[config.mk]
export PLATFORM = sky130hd
export DESIGN_NAME = hazard_controller
export DESIGN_NICKNAME = d
export VERILOG_FILES = /design/src/rtl/hazard_controller.sv
export SDC_FILE = /design/constraint.sdc
export NUM_CORES = 1
export LEC_CHECK = 0
export ABC_AREA = 1
export CAP_MARGIN = 5
export CELL_PAD_IN_SITES_DETAIL_PLACEMENT = 0
export CELL_PAD_IN_SITES_GLOBAL_PLACEMENT = 1
export CORE_ASPECT_RATIO = 0.75
export CORE_MARGIN = 3
export CORE_UTILIZATION = 39
export DETAILED_ROUTE_END_ITERATION = 12
export PLACE_DENSITY_LB_ADDON = 0.1
export SYNTH_ARGS = -nofsm -noshare
export SYNTH_HDL_FRONTEND = slang
export SYNTH_SLANG_ARGS = --single-unit
[constraint.sdc]
create_clock -name clk -period 2.6 [get_ports clk]
set_clock_uncertainty 0.05 [all_clocks]
set_input_delay 0.78 -clock clk [delete_from_list [all_inputs] [get_ports clk]]
set_output_delay 0.78 -clock clk [all_outputs]
set_load 0.05 [all_outputs]
[src/rtl/hazard_controller.sv]
// Pipeline hazard controller: E/M scoreboard driving operand forwarding selects,
// load-use stalls, branch flushes and a saturating load-use stall counter.
module hazard_controller #(
    parameter int RA_W  = 4,
    parameter int CNT_W = 16
) (
    input  logic             clk,
    input  logic             rst,
    input  logic             dec_valid,
    input  logic [RA_W-1:0]  dec_rs1,
    input  logic [RA_W-1:0]  dec_rs2,
    input  logic             dec_rs1_used,
    input  logic             dec_rs2_used,
    input  logic [RA_W-1:0]  dec_rd,
    input  logic             dec_wr,
    input  logic             dec_load,
    input  logic             branch_taken,
    output logic             stall_fetch,
    output logic             stall_decode,
    output logic             flush_fetchdec,
    output logic             flush_decex,
    output logic [1:0]       fwdA_sel,
    output logic [1:0]       fwdB_sel,
    output logic [CNT_W-1:0] stall_count
);

    typedef struct packed {
        logic            v;
        logic            wr;
        logic            ld;
        logic [RA_W-1:0] rd;
    } sb_entry_t;

    localparam logic [1:0] SEL_RF  = 2'b00;
    localparam logic [1:0] SEL_ALU = 2'b01;
    localparam logic [1:0] SEL_WB  = 2'b10;

    // The Writeback entry is not kept: the register file writes before it
    // reads, so an instruction in W never needs forwarding.
    sb_entry_t       ex_q;
    logic            mem_v;
    logic            mem_wr;
    logic [RA_W-1:0] mem_rd;

    logic       rs1_ex_hit, rs2_ex_hit;
    logic       rs1_mem_hit, rs2_mem_hit;
    logic       load_use;
    logic       stall;
    logic       issue;
    logic [1:0] fwd_a_d, fwd_b_d;

    function automatic logic src_hit(
        input logic            used,
        input logic [RA_W-1:0] src,
        input logic            v,
        input logic            wr,
        input logic [RA_W-1:0] rd
    );
        return used & v & wr & (rd == src);
    endfunction

    always_comb begin
        rs1_ex_hit  = src_hit(dec_rs1_used, dec_rs1, ex_q.v, ex_q.wr, ex_q.rd);
        rs2_ex_hit  = src_hit(dec_rs2_used, dec_rs2, ex_q.v, ex_q.wr, ex_q.rd);
        rs1_mem_hit = src_hit(dec_rs1_used, dec_rs1, mem_v, mem_wr, mem_rd);
        rs2_mem_hit = src_hit(dec_rs2_used, dec_rs2, mem_v, mem_wr, mem_rd);

        load_use = dec_valid & ex_q.ld & (rs1_ex_hit | rs2_ex_hit);
        stall    = load_use & ~branch_taken;
        issue    = dec_valid & ~load_use & ~branch_taken;

        stall_fetch    = stall;
        stall_decode   = stall;
        flush_fetchdec = branch_taken;
        flush_decex    = load_use | branch_taken;

        // Youngest producer wins: an ALU result in E beats anything in M.
        fwd_a_d = SEL_RF;
        fwd_b_d = SEL_RF;
        if (issue) begin
            if (rs1_ex_hit && !ex_q.ld) fwd_a_d = SEL_ALU;
            else if (rs1_mem_hit)       fwd_a_d = SEL_WB;
            if (rs2_ex_hit && !ex_q.ld) fwd_b_d = SEL_ALU;
            else if (rs2_mem_hit)       fwd_b_d = SEL_WB;
        end
    end

    always_ff @(posedge clk or negedge rst) begin
        if (!rst) begin
            ex_q        <= '0;
            mem_v       <= 1'b0;
            mem_wr      <= 1'b0;
            mem_rd      <= '0;
            fwdA_sel    <= SEL_RF;
            fwdB_sel    <= SEL_RF;
            stall_count <= '0;
        end else begin
            mem_v  <= ex_q.v;
            mem_wr <= ex_q.wr;
            mem_rd <= ex_q.rd;
            if (issue) begin
                ex_q.v  <= 1'b1;
                ex_q.wr <= dec_wr;
                ex_q.ld <= dec_load;
                ex_q.rd <= dec_rd;
            end else begin
                ex_q <= '0;
            end
            fwdA_sel <= fwd_a_d;
            fwdB_sel <= fwd_b_d;
            if (stall && (stall_count != '1))
                stall_count <= stall_count + CNT_W'(1);
        end
    end

endmodule

==> run_results.csv, run 1 <==
group,metric,value,unit
pwr,power.share.combinational,10.5,%
sta,finalHoldViolCount,0,
floorplanning,die-area,5680,um^2
floorplanning,core_area,4550,um^2
synth,ys_ff_latch,33,
finish,drive_gt1_share,25.7,%
grt,grt_pass1_wl,7330,um
critical_path,required,1.77,ns
sta,fmax,393,MHz
pwr,switchingPower,0.247,mW
drt,num_vias,1601,
clock_tree,path_clk_slew,0.07,ns
floorplanning,die_height,66.0,um
finish,syn_to_final_growth,41.3,%
grt,grt_max_degree,34,
pwr,seqPwrFrac,52.6,%
clock_tree,cts_tree,"built",
synth,synthCells,231,
drt,dr.pass1.iters,4,
floorplanning,die_w,86.0,um
critical_path,worstSetupPathType,"input port to primary output",
clock_tree,hold_buffers,0,
synth,yosysWarnings,0,
drt,wl_per_cell,11.8,um
floorplanning,initial_core_util,41.2,%
grt,grt_usage,16.6,%
drt,vias_per_cell,4.48,
synth,postSynthAreaPerCell,8.11,um^2
min_path,hp-start,"ex_q[6]$_DFF_PN0_",
grt,antenna_found_initial,0,
finish,diodes,0,
floorplanning,row_count,21,
critical_path,cp-start-kind,"input port",
pwr,sw_frac_of_total,24.5,%
pwr,p_int,0.760,mW
placement,dp_hpwl,3190,um
drt,drc,0,
placement,gp_congestion,0.815,
clock_tree,clk-insertion-delay-late,0.27,ns
critical_path,end_kind,"primary output",
clock_tree,cts_max_level,2,
sta,setup_violations,0,
synth,synth_cell_type_count,23,
synth,seq_area_frac_synth,44.1,%
pwr,power_per_cell_area,380,nW/um^2
pwr,p_clk_share,36.8,%
finish,final_util,58.2,%
synth,synth_fp_nets,252,
critical_path,r2r-start,"stall_count[0]$_DFFE_PN0P_",
pwr,vdd.ir_drop.worst,0.434,mV
min_path,holdCritPathClass,"flip-flop to flip-flop",
run,drv_cap,0,
critical_path,path_max_fanout,3,
clock_tree,cts_made_buffers,5,
drt,wl,4200,um
drt,drt_iter0_drc,100,
clock_tree,cts.sinks,33,
finish,fin_nets,320,
floorplanning,io_pins,44,
sta,fin_crit_sh,97.8,%
clock_tree,clock-root-buffer,"clkbuf_8",
sta,max_slew_margin,66.5,%
sta,timing.final.max_slew_violations,0,
grt,grt_overflow,0,
clock_tree,clockBufferDepth,2,
pwr,leakage,1.30,nW
outcome,outcome,"completed",
critical_path,startpoint,"dec_rs2[2]",
placement,port_buffers,43,
synth,syn_area,1870,um^2
grt,grt_pass1_vias,1502,
sta,setup-tns-final,0,ns
drt,drtAntennaViolNets,0,
sta,worstMarginPinSlew,0.502,ns
sta,fin_crit,2.54,ns
critical_path,crit_arrival,1.71,ns
-- routing by layer --
layer | routed length [um] | part of all wire, % | GRT usage, % | vias to the layer above
met2 | 1530 | 36 | 21.2 | 33
met3 | 208 | 5.0 | 4.48 | 2
li1 | - | - | - | 840
met1 | 2450 | 58 | 27.2 | 726
met5 | 0 | 0 | 0 | -
met4 | 10 | 0.24 | 2.96 | 0
-- sequential cells by signal (all words and copies together), names as in the netlist --
name	cells
fwdA_sel	2
fwdB_sel	2
mem_wr	1
ex_q	7
stall_count	16
mem_rd	4
mem_v	1
-- what timing repair did --
action | in CTS | in global routing
endpoints found under the setup margin | 3 | 3
pin swaps | 14 | 9
setup buffers | 3 | 1
resized for setup | 36 | 13
-- kinds of logic after synthesis --
family / share of synthesized area (%)
compound gates: 0.935
simple gates: 35.1
xor+xnor: 10.8
flops: 44.1
fa+ha+maj: 0.668
buf+inv: 8.48
-- area by class of cell --
class,instances,area (um^2)
Fill cell,434,1900
Inverter,31,120
Timing Repair Buffer,65,623
Clock buffer,6,72.6
Sequential cell,33,826
Tap cell,57,71.3
Clock inverter,2,10.0
Multi-Input combinational cell,163,923
-- layout by cell type, fill, tap and decap left out, drive strengths merged --
master         count
nor3               7
xnor2             16
nor2              23
nand3             13
o21ai              2
nand2             87
clkbuf             9
clkinv             2
dlygate4sd2        1
clkinvlp           1
inv               30
clkdlybuf4s15      1
dfrtp             33
o211ai             1
clkdlybuf4s50     27
ha                 1
buf               32
xor2               7
dlymetal6s2s       1
nand4              6
-- cell usage after synthesis, drive strengths merged --
library cell / instances / area (um^2)
dfrtp: 33 / 826
ha: 1 / 12.5
o211ai: 1 / 7.51
xor2: 7 / 61.3
nand4: 6 / 52.6
nand2: 87 / 359
xnor2: 16 / 140
inv: 31 / 116
nand3: 13 / 92.6
nor2: 23 / 108
nor3: 7 / 45.0
o21ai: 2 / 10.0
buf: 4 / 42.5
-- final timing paths --
kind                                              end  slack (ns)  cells past startpoint
setup / recovery                          stall_fetch        0.06                      7
hold / removal                        mem_v$_DFF_PN0_        0.37                      0
setup reg to reg           stall_count[7]$_DFFE_PN0P_        0.77                      9
hold reg to reg                       mem_v$_DFF_PN0_        0.37                      0
max in group asynchronous  stall_count[3]$_DFFE_PN0P_        1.34                      2
min in group asynchronous         mem_rd[3]$_DFF_PN0_        0.86                      2
-- worst max-delay path, stage by stage --
cell and delay (ns):
clkdlybuf4s15_1 0.20, xnor2_1 0.17, nand3_2 0.13, nand2_4 0.10
nand3_4 0.07, clkinvlp_4 0.11, buf_12 0.14
-- per-stage QoR --
step	cells	total power, mW	worst slack, ns	hold slack (ns)	cell area (um^2)
2_1_floorplan	231	0.578	0.0136	0.323	1880
3_3_place_gp	345	0.648	-0.384	0.349	2540
3_5_place_dp	345	0.649	-0.387	0.344	2540
4_1_cts	356	1.02	0.00730	0.359	2620
5_1_grt	357	1.06	-0.00356	0.393	2650
6_report	357	1.01	0.0584	0.374	2650
-- power by group through the flow --
| stage | clock network [mW] | logic, mW | registers [mW] |
|---|---|---|---|
| after detailed placement | 0 | 0.110 | 0.539 |
| after floorplan | 0 | 0.0401 | 0.537 |
| after global placement | 0 | 0.109 | 0.539 |
| final | 0.371 | 0.106 | 0.530 |
| after global routing | 0.413 | 0.118 | 0.531 |
| after CTS | 0.381 | 0.105 | 0.529 |
Note: power is estimated with default switching activity, not from simulation.
==> inputs of run 2 (changes only) <==
--- a/config.mk
+++ b/config.mk
@@ -14,6 +14,7 @@
 export CORE_UTILIZATION = 39
 export DETAILED_ROUTE_END_ITERATION = 12
 export PLACE_DENSITY_LB_ADDON = 0.1
+export RECOVER_POWER = 25
 export SYNTH_ARGS = -nofsm -noshare
 export SYNTH_HDL_FRONTEND = slang
 export SYNTH_SLANG_ARGS = --single-unit
==> run_results.csv, run 2 (synthesis gave the netlist of run 1 again) <==
group,metric,value,unit
outcome,outcome,"completed",
sta,fin_worst_hold_slack,0.374,ns
pwr,leakage,1.30,nW
drt,dr.pass1.iters,4,
pwr,p_int,0.759,mW
clock_tree,cts_tree,"built",
critical_path,required,1.77,ns
pwr,power_per_cell_area,380,nW/um^2
clock_tree,clockBufferDepth,2,
finish,drive_gt1_share,25.7,%
grt,antenna_found_initial,0,
pwr,finalPower,1.01,mW
critical_path,worstSetupPathType,"input port to primary output",
clock_tree,hold_buffers,0,
grt,grt_usage,16.6,%
grt,grt_pass1_wl,7330,um
placement,gp_congestion,0.815,
finish,largest_reg_flops,16,
critical_path,crit_arrival,1.71,ns
floorplanning,io_pins,44,
finish,layout_commonest_cell,"nand2_1",
drt,wl,4190,um
sta,fin_crit,2.54,ns
critical_path,end_kind,"primary output",
sta,max_slew_margin,44.9,%
sta,finalHoldViolCount,0,
sta,fin_crit_sh,97.8,%
drt,drtAntennaViolNets,0,
clock_tree,clock-root-buffer,"clkbuf_8",
run,drv_cap,0,
finish,regMostFlops,"stall_count",
drt,drt_iter0_drc,100,
grt,grt_max_degree,34,
floorplanning,row_count,21,
clock_tree,cts_made_buffers,5,
pwr,seqPwrFrac,52.7,%
placement,dp_hpwl,3190,um
finish,fin_nets,320,
clock_tree,clk-insertion-delay-late,0.27,ns
finish,syn_to_final_growth,41.1,%
placement,port_buffers,43,
drt,drc,0,
pwr,switchingPower,0.247,mW
critical_path,path_max_fanout,3,
floorplanning,die_w,86.0,um
floorplanning,die_height,66.0,um
drt,num_vias,1601,
sta,worstMarginPinSlew,0.827,ns
clock_tree,cts_max_level,2,
sta,setup-tns-final,0,ns
sta,timing.final.max_slew_violations,0,
sta,setup_violations,0,
sta,fmax,393,MHz
floorplanning,core_area,4550,um^2
finish,fill_cells,435,
finish,top_regs,"stall_count (16), ex_q (7), mem_rd (4)",
min_path,holdCritPathClass,"flip-flop to flip-flop",
floorplanning,die-area,5680,um^2
finish,diodes,0,
pwr,vdd.ir_drop.worst,0.434,mV
clock_tree,cts.sinks,33,
floorplanning,initial_core_util,41.2,%
critical_path,cp-start-kind,"input port",
clock_tree,path_clk_slew,0.07,ns
grt,grt_pass1_vias,1502,
pwr,p_clk_share,36.9,%
drt,wl_per_cell,11.7,um
finish,mostFrequentLayoutCells,"nand2_1 (75), dfrtp_1 (33), clkdlybuf4s50_1 (26)",
grt,grt_overflow,0,
pwr,sw_frac_of_total,24.5,%
pwr,power.share.combinational,10.4,%
drt,vias_per_cell,4.48,
run 2: changes by cell type in the layout (fill, tap and decap cells not counted), sizes merged:
cell           delta
buf               -1
clkdlybuf4s50     -1
dlygate4sd3       +1
clkbuf            +1
run 2: path summary, 6_finish.rpt:
| check | start | endpoint | slack [ns] | depth (start not counted) |
|---|---|---|---|---|
| max | dec_rs2[2] | stall_fetch | 0.06 | 7 |
| min in group asynchronous | rst | mem_rd[3]$_DFF_PN0_ | 1.08 | 2 |
| max reg2reg | stall_count[0]$_DFFE_PN0P_ | stall_count[7]$_DFFE_PN0P_ | 0.77 | 9 |
| max in group asynchronous | rst | stall_count[3]$_DFFE_PN0P_ | 0.90 | 2 |
| min | ex_q[6]$_DFF_PN0_ | mem_v$_DFF_PN0_ | 0.37 | 0 |
| min reg2reg | ex_q[6]$_DFF_PN0_ | mem_v$_DFF_PN0_ | 0.37 | 0 |
run 2: routing by layer:
metal  up-vias  part of all wire [%]  track usage (%)
met5         -                     0                0
met2        33                    37             21.2
met1       726                    58             27.2
met4         0                  0.24             2.96
li1        840                     -                -
met3         2                   4.9             4.48
run 2: critical path: stages:
cell	delay [ns]
clkdlybuf4s15_1	0.20
xnor2_1	0.17
nand3_2	0.13
nand2_4	0.10
nand3_4	0.07
clkinvlp_4	0.11
buf_12	0.14
run 2: timing repair:
item / in CTS / in global routing
gates resized for setup: 36 / 13
pin swaps: 14 / 9
setup buffers: 3 / 1
setup endpoints to repair: 3 / 3
run 2: final cells by class:
type,count,area (um^2),share of cell area [%]
Clock inverter,2,10.0,0.379
Clock buffer,6,72.6,2.74
Sequential cell,33,826,31.2
Tap cell,57,71.3,2.70
Inverter,31,120,4.54
Multi-Input combinational cell,163,923,34.9
Timing Repair Buffer,65,621,23.5
run 2: power by group through the flow:
stage                     clock network [mW]  logic [mW]  registers [mW]
final                                  0.371       0.105           0.530
after floorplan                            0      0.0401           0.537
after global routing                   0.413       0.117           0.531
after CTS                              0.381       0.105           0.529
after detailed placement                   0       0.110           0.539
after global placement                     0       0.109           0.539
run 2: per-stage QoR:
stage | std cells | cell area, um^2 | util, % | setup slack [ns]
2_1_floorplan | 231 | 1880 | - | 0.0136
3_3_place_gp | 345 | 2540 | 55.8 | -0.384
3_5_place_dp | 345 | 2540 | 55.8 | -0.387
4_1_cts | 356 | 2620 | 57.7 | 0.00730
5_1_grt | 357 | 2640 | 58.2 | -0.00356
6_report | 357 | 2640 | 58.2 | 0.0584
